### src/rtl/fetch_pkg.sv
// Shared widths, PC increment and the prefetch entry layout for the instruction
// fetch path.
package fetch_pkg;

    localparam int ADDR_W  = 64;
    localparam int INSTR_W = 32;

    localparam int unsigned PC_STEP = 4;

    typedef struct packed {
        logic [ADDR_W-1:0]  pc;
        logic [INSTR_W-1:0] instr;
    } fetch_entry_t;

endpackage : fetch_pkg

### src/rtl/fetch_fifo.sv
// Prefetch FIFO of {pc, instruction} entries. Circular pointers carry an extra
// wrap bit, so that full and empty can be told apart without a separate flag.
module fetch_fifo
    import fetch_pkg::*;
#(
    parameter int DEPTH = 4
) (
    input  logic                     clk,
    input  logic                     rst_n,
    input  logic                     i_push,
    input  logic                     i_pop,
    input  logic                     i_flush,
    input  fetch_entry_t             i_wr_data,
    output fetch_entry_t             o_rd_data,
    output logic [$clog2(DEPTH):0]   o_count,
    output logic                     o_full,
    output logic                     o_empty
);

    localparam int PTR_W = $clog2(DEPTH);

    fetch_entry_t     r_mem [DEPTH];
    logic [PTR_W:0]   r_wr_ptr;
    logic [PTR_W:0]   r_rd_ptr;

    // NOTE: the storage is small, so it is reset as well; this keeps the head
    // outputs at zero out of reset instead of showing an unknown entry.
    always_ff @(posedge clk or negedge rst_n) begin
        if (!rst_n) begin
            for (int i = 0; i < DEPTH; i++) begin
                r_mem[i] <= '0;
            end
        end else if (i_push && !i_flush) begin
            r_mem[r_wr_ptr[PTR_W-1:0]] <= i_wr_data;
        end
    end

    always_ff @(posedge clk or negedge rst_n) begin
        if (!rst_n) begin
            r_wr_ptr <= '0;
            r_rd_ptr <= '0;
        end else if (i_flush) begin
            r_wr_ptr <= '0;
            r_rd_ptr <= '0;
        end else begin
            if (i_push) begin
                r_wr_ptr <= r_wr_ptr + 1'b1;
            end
            if (i_pop) begin
                r_rd_ptr <= r_rd_ptr + 1'b1;
            end
        end
    end

    assign o_rd_data = r_mem[r_rd_ptr[PTR_W-1:0]];
    assign o_count   = r_wr_ptr - r_rd_ptr;
    assign o_empty   = (r_wr_ptr == r_rd_ptr);
    assign o_full    = (r_wr_ptr[PTR_W] != r_rd_ptr[PTR_W]) &&
                       (r_wr_ptr[PTR_W-1:0] == r_rd_ptr[PTR_W-1:0]);

endmodule : fetch_fifo

### src/rtl/instruction_fetch_unit.sv
// Instruction fetch front end: owns the PC, reads instruction_memory combinationally
// and buffers {pc, instruction} pairs for the decoder behind a valid/ready handshake.
module instruction_fetch_unit
    import fetch_pkg::*;
#(
    parameter int                DEPTH    = 4,
    parameter logic [ADDR_W-1:0] RESET_PC = '0
) (
    input  logic                     clk,
    input  logic                     rst_n,
    input  logic                     fetch_en,
    input  logic                     redirect_valid,
    input  logic [ADDR_W-1:0]        redirect_pc,
    output logic [ADDR_W-1:0]        adr,
    input  logic [INSTR_W-1:0]       Instruction,
    output logic                     instr_valid,
    input  logic                     instr_ready,
    output logic [INSTR_W-1:0]       instr_data,
    output logic [ADDR_W-1:0]        instr_pc,
    output logic [$clog2(DEPTH):0]   fifo_count
);

    logic [ADDR_W-1:0] r_fetch_pc;
    logic [ADDR_W-1:0] w_redirect_target;
    logic              w_pop_req;
    logic              w_pop;
    logic              w_push;
    logic              w_full;
    logic              w_empty;
    fetch_entry_t      w_wr_entry;
    fetch_entry_t      w_head;

    // A full FIFO still accepts a new word when the head leaves in the same cycle.
    assign w_pop_req = instr_valid & instr_ready;
    assign w_pop     = w_pop_req & ~redirect_valid;
    assign w_push    = fetch_en & ~redirect_valid & (~w_full | w_pop_req);

    assign w_redirect_target = redirect_pc & ~ADDR_W'(3);

    always_ff @(posedge clk or negedge rst_n) begin
        if (!rst_n) begin
            r_fetch_pc <= RESET_PC;
        end else if (redirect_valid) begin
            r_fetch_pc <= w_redirect_target;
        end else if (w_push) begin
            r_fetch_pc <= r_fetch_pc + ADDR_W'(PC_STEP);
        end
    end

    assign adr        = r_fetch_pc;
    assign w_wr_entry = '{pc: r_fetch_pc, instr: Instruction};

    fetch_fifo #(
        .DEPTH     (DEPTH)
    ) u_fetch_fifo (
        .clk       (clk),
        .rst_n     (rst_n),
        .i_push    (w_push),
        .i_pop     (w_pop),
        .i_flush   (redirect_valid),
        .i_wr_data (w_wr_entry),
        .o_rd_data (w_head),
        .o_count   (fifo_count),
        .o_full    (w_full),
        .o_empty   (w_empty)
    );

    assign instr_valid = ~w_empty;
    assign instr_data  = w_head.instr;
    assign instr_pc    = w_head.pc;

endmodule : instruction_fetch_unit

### config.mk
export PLATFORM = sky130hd
export DESIGN_NAME = instruction_fetch_unit
export DESIGN_NICKNAME = d
export VERILOG_FILES = /design/src/rtl/fetch_pkg.sv /design/src/rtl/fetch_fifo.sv /design/src/rtl/instruction_fetch_unit.sv
export SDC_FILE = /design/constraint.sdc
export NUM_CORES = 1
export LEC_CHECK = 0
export ABC_AREA = 1
export CORE_MARGIN = 2
export CORE_UTILIZATION = 35
export CTS_BUF_LIST = sky130_fd_sc_hd__clkbuf_16
export DETAILED_ROUTE_END_ITERATION = 12
export GPL_ROUTABILITY_DRIVEN = 0
export HOLD_SLACK_MARGIN = 0.08
export PLACE_DENSITY = 0.6
export SETUP_SLACK_MARGIN = 0.2
export SLEW_MARGIN = 20
export SYNTH_ARGS = -nofsm -noshare
export SYNTH_HDL_FRONTEND = slang
export SYNTH_SLANG_ARGS = --single-unit
### constraint.sdc
create_clock -name clk -period 2.43 [get_ports clk]
set_input_delay 0.243 -clock clk [delete_from_list [all_inputs] [get_ports clk]]
set_output_delay 0.243 -clock clk [all_outputs]
set_load 0.03 [all_outputs]
==> results.md <==
- Run status: finished with violations
- Violations in the final reports: setup timing
- Sequence of cells on the critical path: buf_16, clkinv_16, buf_12, buf_16, o21ai_1, o22ai_1, buf_4, buf_12
- ANT nets after route: 0
- Clock tree from TritonCTS: done
- First-pass DRT Iterations: 6
- Total congestion overflow: 0
- CP max stage cell: sky130_fd_sc_hd__dfrtp_4
- Number of global-route vias before repair: 19,500
- Crit path launch type: flip-flop
- Minimum hold slack: approximately 210 ps
- First-pass GRT wire length: 117,000 µm
- TNS Setup: -3.48 ps
- Max-slew violation count: 0
- Unrepaired setup endpoints after global routing: yes
- Complex-gate fraction of the synthesized area: 0.188
- Count of final hold-check violations: 0
- Peak supply drop: 0.528 mV
- Final routed DRC violation total: 0
- Worst Max-Slew Pin Slew: 876 ps
- Launch point of the critical path: u_fetch_fifo.r_rd_ptr[0]$_DFFE_PN0P_
- Antenna violations before repair: 10
- All-layer global routing usage: 0.245
- # nets final: 3,153
- Number of levels in the clock H-tree: 2
- Area of the die: 62,200 µm²
- Worst max-slew margin expressed relative to the limit: 0.416
- Area growth from synthesis to layout: 47.3%
- Xor and xnor fraction of the mapped netlist area: 0.00748
- Design Power: around 31 mW
- Wirelength, routed: 94,400 µm
- Die Y-Extent: 249 µm
- Simple logic cell fraction of the synthesized area: 0.201
- Avg Synthesized Cell Area: 8.00 µm²
- Fin Clk Skew: between 20 and 30 ps
- CP endpoint kind: output port
- Final WS setup: -3.48 ps
- Final routed wire length divided by cell count: 24.5 µm
- Number of buffers on the longest clock path: 3
- Clock net sink count: 444
- Number of setup violations in the final report: 1
- Ratio of cells with drive above 1 in the final layout: 0.194
- Post-synth design cell area: ~21,000 µm²
- Initial core utilization: 0.356
- Main combinational cell family by area after synthesis: simple AND/OR/NAND/NOR gates
- Worst hold-check path type: primary input to async pin
- Standard cell core area: 59,200 µm²
- Die width: ~250 µm
- Synthesis Warnings: 0
- Pwr per Cell Area: 985 nW/µm²
- Synthesized flop and latch total: 444
- Sequential element share of the synthesized area: 0.527
- Reg2Reg Launch Point: u_fetch_fifo.r_rd_ptr[1]$_DFFE_PN0P_
- Number of buffer cells added on primary ports: about 260
- Final-layout fill cell count: approximately 5,300
- Vias after detailed routing: ~22,000
- CP Data Arrival Time: 2190 ps
- Inserted Clock Buffers: 49
- Adder-cell share of the synthesized area: 0.00570
- Critical path data required time: between 2000 and 2500 ps
- Distinct cells, synth: 33
- Iteration-0 DRC Markers: 2,445
- Via/cell ratio: 5.66
- I/O pin count: 265
- Max incr delay on CP: ~470 ps
- Max-cap check violation count: 0
- Clock period minus final worst setup slack: 2430 ps
- Final Core Density: 0.524
- Root buffer selected by CTS: sky130_fd_sc_hd__clkbuf_16
- Critical path class: flip-flop to output port
- Gate count of the mapped netlist: 2,635
- Leakage power total: 14.2 nW
- Placement Rows: 89
- Reg clk slew, reported paths: 60 ps
- DP Worst Slack: 10.4 ps
- Biggest fanout along the worst timing path: 9
- Pin count of the biggest net entering global routing: 78
- Highest clock frequency the design can meet: about 0.4 GHz
- Share of the clock period used by the worst path after layout: 1.00
- Final HPWL from detailed placement: around 47,000 µm
- Multiplexer share of the synthesized area: 0
- Skew-Pair Late Insertion Delay: 600 ps
-- cell families (layout without fill, tap and decap cells) --
| group | after synthesis | after routing |
|---|---|---|
| AOI/OAI and AO/OA | 754 | 754 |
| xor gates and xnor gates | 18 | 18 |
| adders and majority gates | 9 | 9 |
| buffers and inverters | 328 | 757 |
| DFF | 444 | 444 |
| other | 1 | 8 |
| and+or+nand+nor | 1081 | 1093 |
-- power breakdown --
part           switching, mW  total [mW]  internal [mW]
Sequential              1.31        10.5           9.21
Clock                   3.09        7.14           4.05
Combinational           6.99        12.9           5.93
Total                   11.4        30.6           19.2
-- critical path, delay by kind of cell, from the launching register on --
| kind | cells | cell delay, ps |
|---|---|---|
| buf+inv | 6 | 890 |
| compound gates | 2 | 230 |
| flops | 1 | 470 |
-- layout by cell type, fill, tap and decap left out, types with 8 or more instances in the layout --
master / count
sky130_fd_sc_hd__buf_6: 37
sky130_fd_sc_hd__o21ai_1: 164
sky130_fd_sc_hd__o21ai_2: 34
sky130_fd_sc_hd__nand2_1: 673
sky130_fd_sc_hd__buf_16: 33
sky130_fd_sc_hd__nand4_1: 10
sky130_fd_sc_hd__buf_4: 112
sky130_fd_sc_hd__o22ai_1: 41
sky130_fd_sc_hd__nand2_4: 10
sky130_fd_sc_hd__o22ai_2: 47
sky130_fd_sc_hd__nor2_4: 26
sky130_fd_sc_hd__clkbuf_16: 92
sky130_fd_sc_hd__o21ai_4: 9
sky130_fd_sc_hd__nor2_1: 261
sky130_fd_sc_hd__clkinv_1: 12
sky130_fd_sc_hd__dfrtp_1: 442
sky130_fd_sc_hd__buf_8: 11
sky130_fd_sc_hd__o211ai_1: 9
sky130_fd_sc_hd__o21ai_0: 421
sky130_fd_sc_hd__nand3_1: 65
sky130_fd_sc_hd__buf_12: 105
sky130_fd_sc_hd__clkdlybuf4s50_1: 158
sky130_fd_sc_hd__xor2_1: 16
sky130_fd_sc_hd__inv_1: 172
sky130_fd_sc_hd__nand2_8: 8
sky130_fd_sc_hd__o21bai_1: 10
sky130_fd_sc_hd__nor2_2: 30
-- synth_stat cells --
cell                       number  share of area
sky130_fd_sc_hd__o21ai_1       72          0.017
sky130_fd_sc_hd__xor2_1        17         0.0071
sky130_fd_sc_hd__nor2_2         1        0.00030
sky130_fd_sc_hd__buf_6         26          0.014
sky130_fd_sc_hd__o22ai_1       94          0.028
sky130_fd_sc_hd__a31oi_1        2        0.00059
sky130_fd_sc_hd__buf_4          6         0.0021
sky130_fd_sc_hd__buf_2         43          0.010
sky130_fd_sc_hd__nand4_1       10         0.0030
sky130_fd_sc_hd__o21ai_0      556           0.13
sky130_fd_sc_hd__clkinv_1       1        0.00018
sky130_fd_sc_hd__inv_2          2        0.00036
sky130_fd_sc_hd__nor2_1       314          0.056
sky130_fd_sc_hd__nand2_4        2         0.0011
sky130_fd_sc_hd__clkbuf_1      89          0.016
sky130_fd_sc_hd__o221ai_1       4         0.0017
sky130_fd_sc_hd__nor2_4         2         0.0011
sky130_fd_sc_hd__conb_1         1        0.00018
sky130_fd_sc_hd__nand3b_1       1        0.00036
sky130_fd_sc_hd__nor3_1         2        0.00047
sky130_fd_sc_hd__nand3_1       68          0.016
sky130_fd_sc_hd__o21bai_1      10         0.0036
sky130_fd_sc_hd__a21oi_1        6         0.0014
sky130_fd_sc_hd__o211ai_1       9         0.0032
sky130_fd_sc_hd__ha_1           8         0.0047
sky130_fd_sc_hd__xnor2_1        1        0.00042
sky130_fd_sc_hd__a211oi_1       1        0.00036
sky130_fd_sc_hd__nand3_4        1        0.00083
sky130_fd_sc_hd__nand2_1      676           0.12
sky130_fd_sc_hd__nand2_2        4         0.0012
sky130_fd_sc_hd__fa_1           1        0.00095
sky130_fd_sc_hd__dfrtp_1      444           0.53
sky130_fd_sc_hd__inv_1        161          0.029
-- layout make-up --
class	instances	area (µm²)	area share
diodes	4	10.0	0.000322
multi-input cells	1878	9610	0.309
clock buffers	49	1230	0.0395
repair inverters	3	42.5	0.00137
clock inverters	38	267	0.00858
inverters	164	671	0.0216
flip-flops and latches	444	11100	0.358
well taps	773	967	0.0311
repair buffers	503	7150	0.230
-- worst paths after layout --
kind                                                       end  slack, ps  cells past startpoint
setup / recovery                                  instr_pc[14]         -3                      8
hold / removal             u_fetch_fifo.r_mem[220]$_DFFE_PN0P_        210                      2
setup reg to reg            u_fetch_fifo.r_mem[13]$_DFFE_PN0P_         50                     12
hold reg to reg            u_fetch_fifo.r_mem[173]$_DFFE_PN0P_        480                      2
max in group asynchronous  u_fetch_fifo.r_mem[382]$_DFFE_PN0P_       1340                      3
min in group clk                            adr[3]$_DFFE_PN0P_        260                      3
-- metrics by stage --
stage | instances | instance area (µm²)
floorplan | 2638 | 21100
global placement | 3597 | 25400
detailed placement | 3597 | 25400
CTS | 3715 | 28100
global route | 3852 | 31000
finish | 3856 | 31100
-- registers in the layout, summed over array words and instances (netlist names) --
register,cells
u_fetch_fifo.r_mem,376
adr,62
u_fetch_fifo.r_wr_ptr,3
u_fetch_fifo.r_rd_ptr,3
-- routing by layer --
metal | GRT usage | vias to the layer above | wire length [µm]
met5 | 0 | - | 84
met4 | 0.0928 | 14 | 4500
met3 | 0.0608 | 300 | 11000
met2 | 0.381 | 1352 | 42000
met1 | 0.329 | 10600 | 36900
li1 | - | 9552 | -
-- what timing repair did --
action | 4_1_cts | 5_1_grt
hold endpoints to repair | 129 | 0
pin swaps | 31 | 58
setup endpoints to repair | 426 | 443
gates cloned | 17 | 72
buffers inserted | 12 | 65
hold buffers | 2 | 0
gates resized for setup | 201 | 271
Note: power is estimated with default switching activity, not from simulation.
==> RTL edit (config.mk and constraints unchanged) <==
Set the package constant `ADDR_W` to 60 (it was 64).
--- a/src/rtl/fetch_pkg.sv
+++ b/src/rtl/fetch_pkg.sv
@@ -4,3 +4,3 @@
 
-    localparam int ADDR_W  = 64;
+    localparam int ADDR_W  = 60;
     localparam int INSTR_W = 32;
Interface: changed (resized adr, instr_pc and redirect_pc); port bits go from 265 to 253. No check against the original RTL was run, so the function may have changed too.
==> RTL edit against the original RTL <==
- the run still ends with setup timing left
- maximum frequency down 0.26%
- sequential share of layout area up 1.5 points
- sequential cell count down 20
- highest routed layer unchanged
- cell count down 6.6%
- utilization down 2.0 points
- setup slack worse by 0.0063 ns
- total power down 5.7%
- die area down 4.8%
- clock skew about the same
- routed wire length down 14%
- synthesized area down 4.8%
- critical path type unchanged
- worst hold slack better by 0.042 ns
- cell area down 8.3%
==> RTL edit: results (changes against the original RTL) <==
* Total GRT Usage at 0.244 (was 0.245)
* Cell Count, Final, Fillers Out at 3,603 (was 3,856)
* Power Sequential at 9960 uW (was 10,500 uW)
* Worst stage delay on the critical path at 0.50 ns (was 0.47 ns)
* Multi-In Gates at 1,763 (was 1,878)
* Setup Skew at 0.0256 ns (was 0.0258 ns)
* First-pass GRT wire length at 111 mm (was 117 mm)
* Post-synthesis adder-cell area fraction at 0.00599 (was 0.00570)
* Iter 0 DRT Violations at 2,149 (was 2,445)
* Cell Pwr Density at 1010 nW/um2 (was 985 nW/um2)
* Finished Core Util at 0.504 (was 0.524)
* Final wirelength at 81.1 mm (was 94.4 mm)
* Failing checks: setup timing (unchanged)
* TNS Setup at -0.00976 ns (was -0.00348 ns)
* Inverter count at 141 (was 167)
* Pre-CTS WS at 0.0609 ns (was 0.0104 ns)
* Leading post-synthesis cells by cell area: dfrtp_1, nand2_1, o21ai_0, o21ai_1, nor2_1 (was dfrtp_1, o21ai_0, nand2_1, nor2_1, inv_1)
* DP Cell Count at 3,434 (was 3,597)
* Layout cells sized above 1 at 0.176 (was 0.194)
* Largest net degree at the start of global routing at 84 (was 78)
* PortBufs at 246 (was 258)
* Status: finished with violations (unchanged)
* Max reg flops at 360 (was 376)
* Worst vdd ir at 0.000613 V (was 0.000528 V)
* Fraction of area in multi-input gates at 0.313 (was 0.309)
* Sequential fraction of the synthesis area at 0.529 (was 0.527)
* Avg Cell Area, Syn at 8.10 um2 (was 8.00 um2)
* Commonest cells post-synth: nand2_1, dfrtp_1, o21ai_0 (was nand2_1, o21ai_0, dfrtp_1)
* Met1 usage at 0.317 (was 0.329)
* DP HPWL at 44.2 mm (was 47.3 mm)
* Buffering overhead at 0.208 (was 0.230)
* Setup ws final at -0.00976 ns (was -0.00348 ns)
* Final setup vio count at 1 (unchanged)
* Post-CTS sizing at 99 (was 201)
* Fillers at 5,175 (was 5,301)
* R2R Path End: adr[24] (was u_fetch_fifo.r_mem[13])
* Vias in the first global route at 18.5k (was 19.5k)
* Switching share of total power at 0.367 (was 0.372)
* Initial antenna violation count at 7 (was 10)
* Met3 Use GR at 0.0577 (was 0.0608)
RTL edit: worst max path at each step:
stage / start / end / cells after the start
6_report: u_fetch_fifo.r_rd_ptr[0] / instr_pc[29] / 6
5_1_grt: u_fetch_fifo.r_rd_ptr[0] / instr_pc[51] / 8
4_1_cts: u_fetch_fifo.r_rd_ptr[0] / instr_pc[36] / 8
3_5_place_dp: u_fetch_fifo.r_wr_ptr[0] / u_fetch_fifo.r_mem[362] / 11
3_3_place_gp: u_fetch_fifo.r_rd_ptr[0] / u_fetch_fifo.r_mem[362] / 10
2_1_floorplan: u_fetch_fifo.r_rd_ptr[1] / u_fetch_fifo.r_mem[221] / 16
RTL edit: metal layers:
layer  vias up  wire [um]  part of all wire
met5         -         42           0.00052
met1      9678      32800              0.40
met2       938      37500              0.46
met4         6       3630             0.045
li1       8887          -                 -
met3       197       7190             0.089
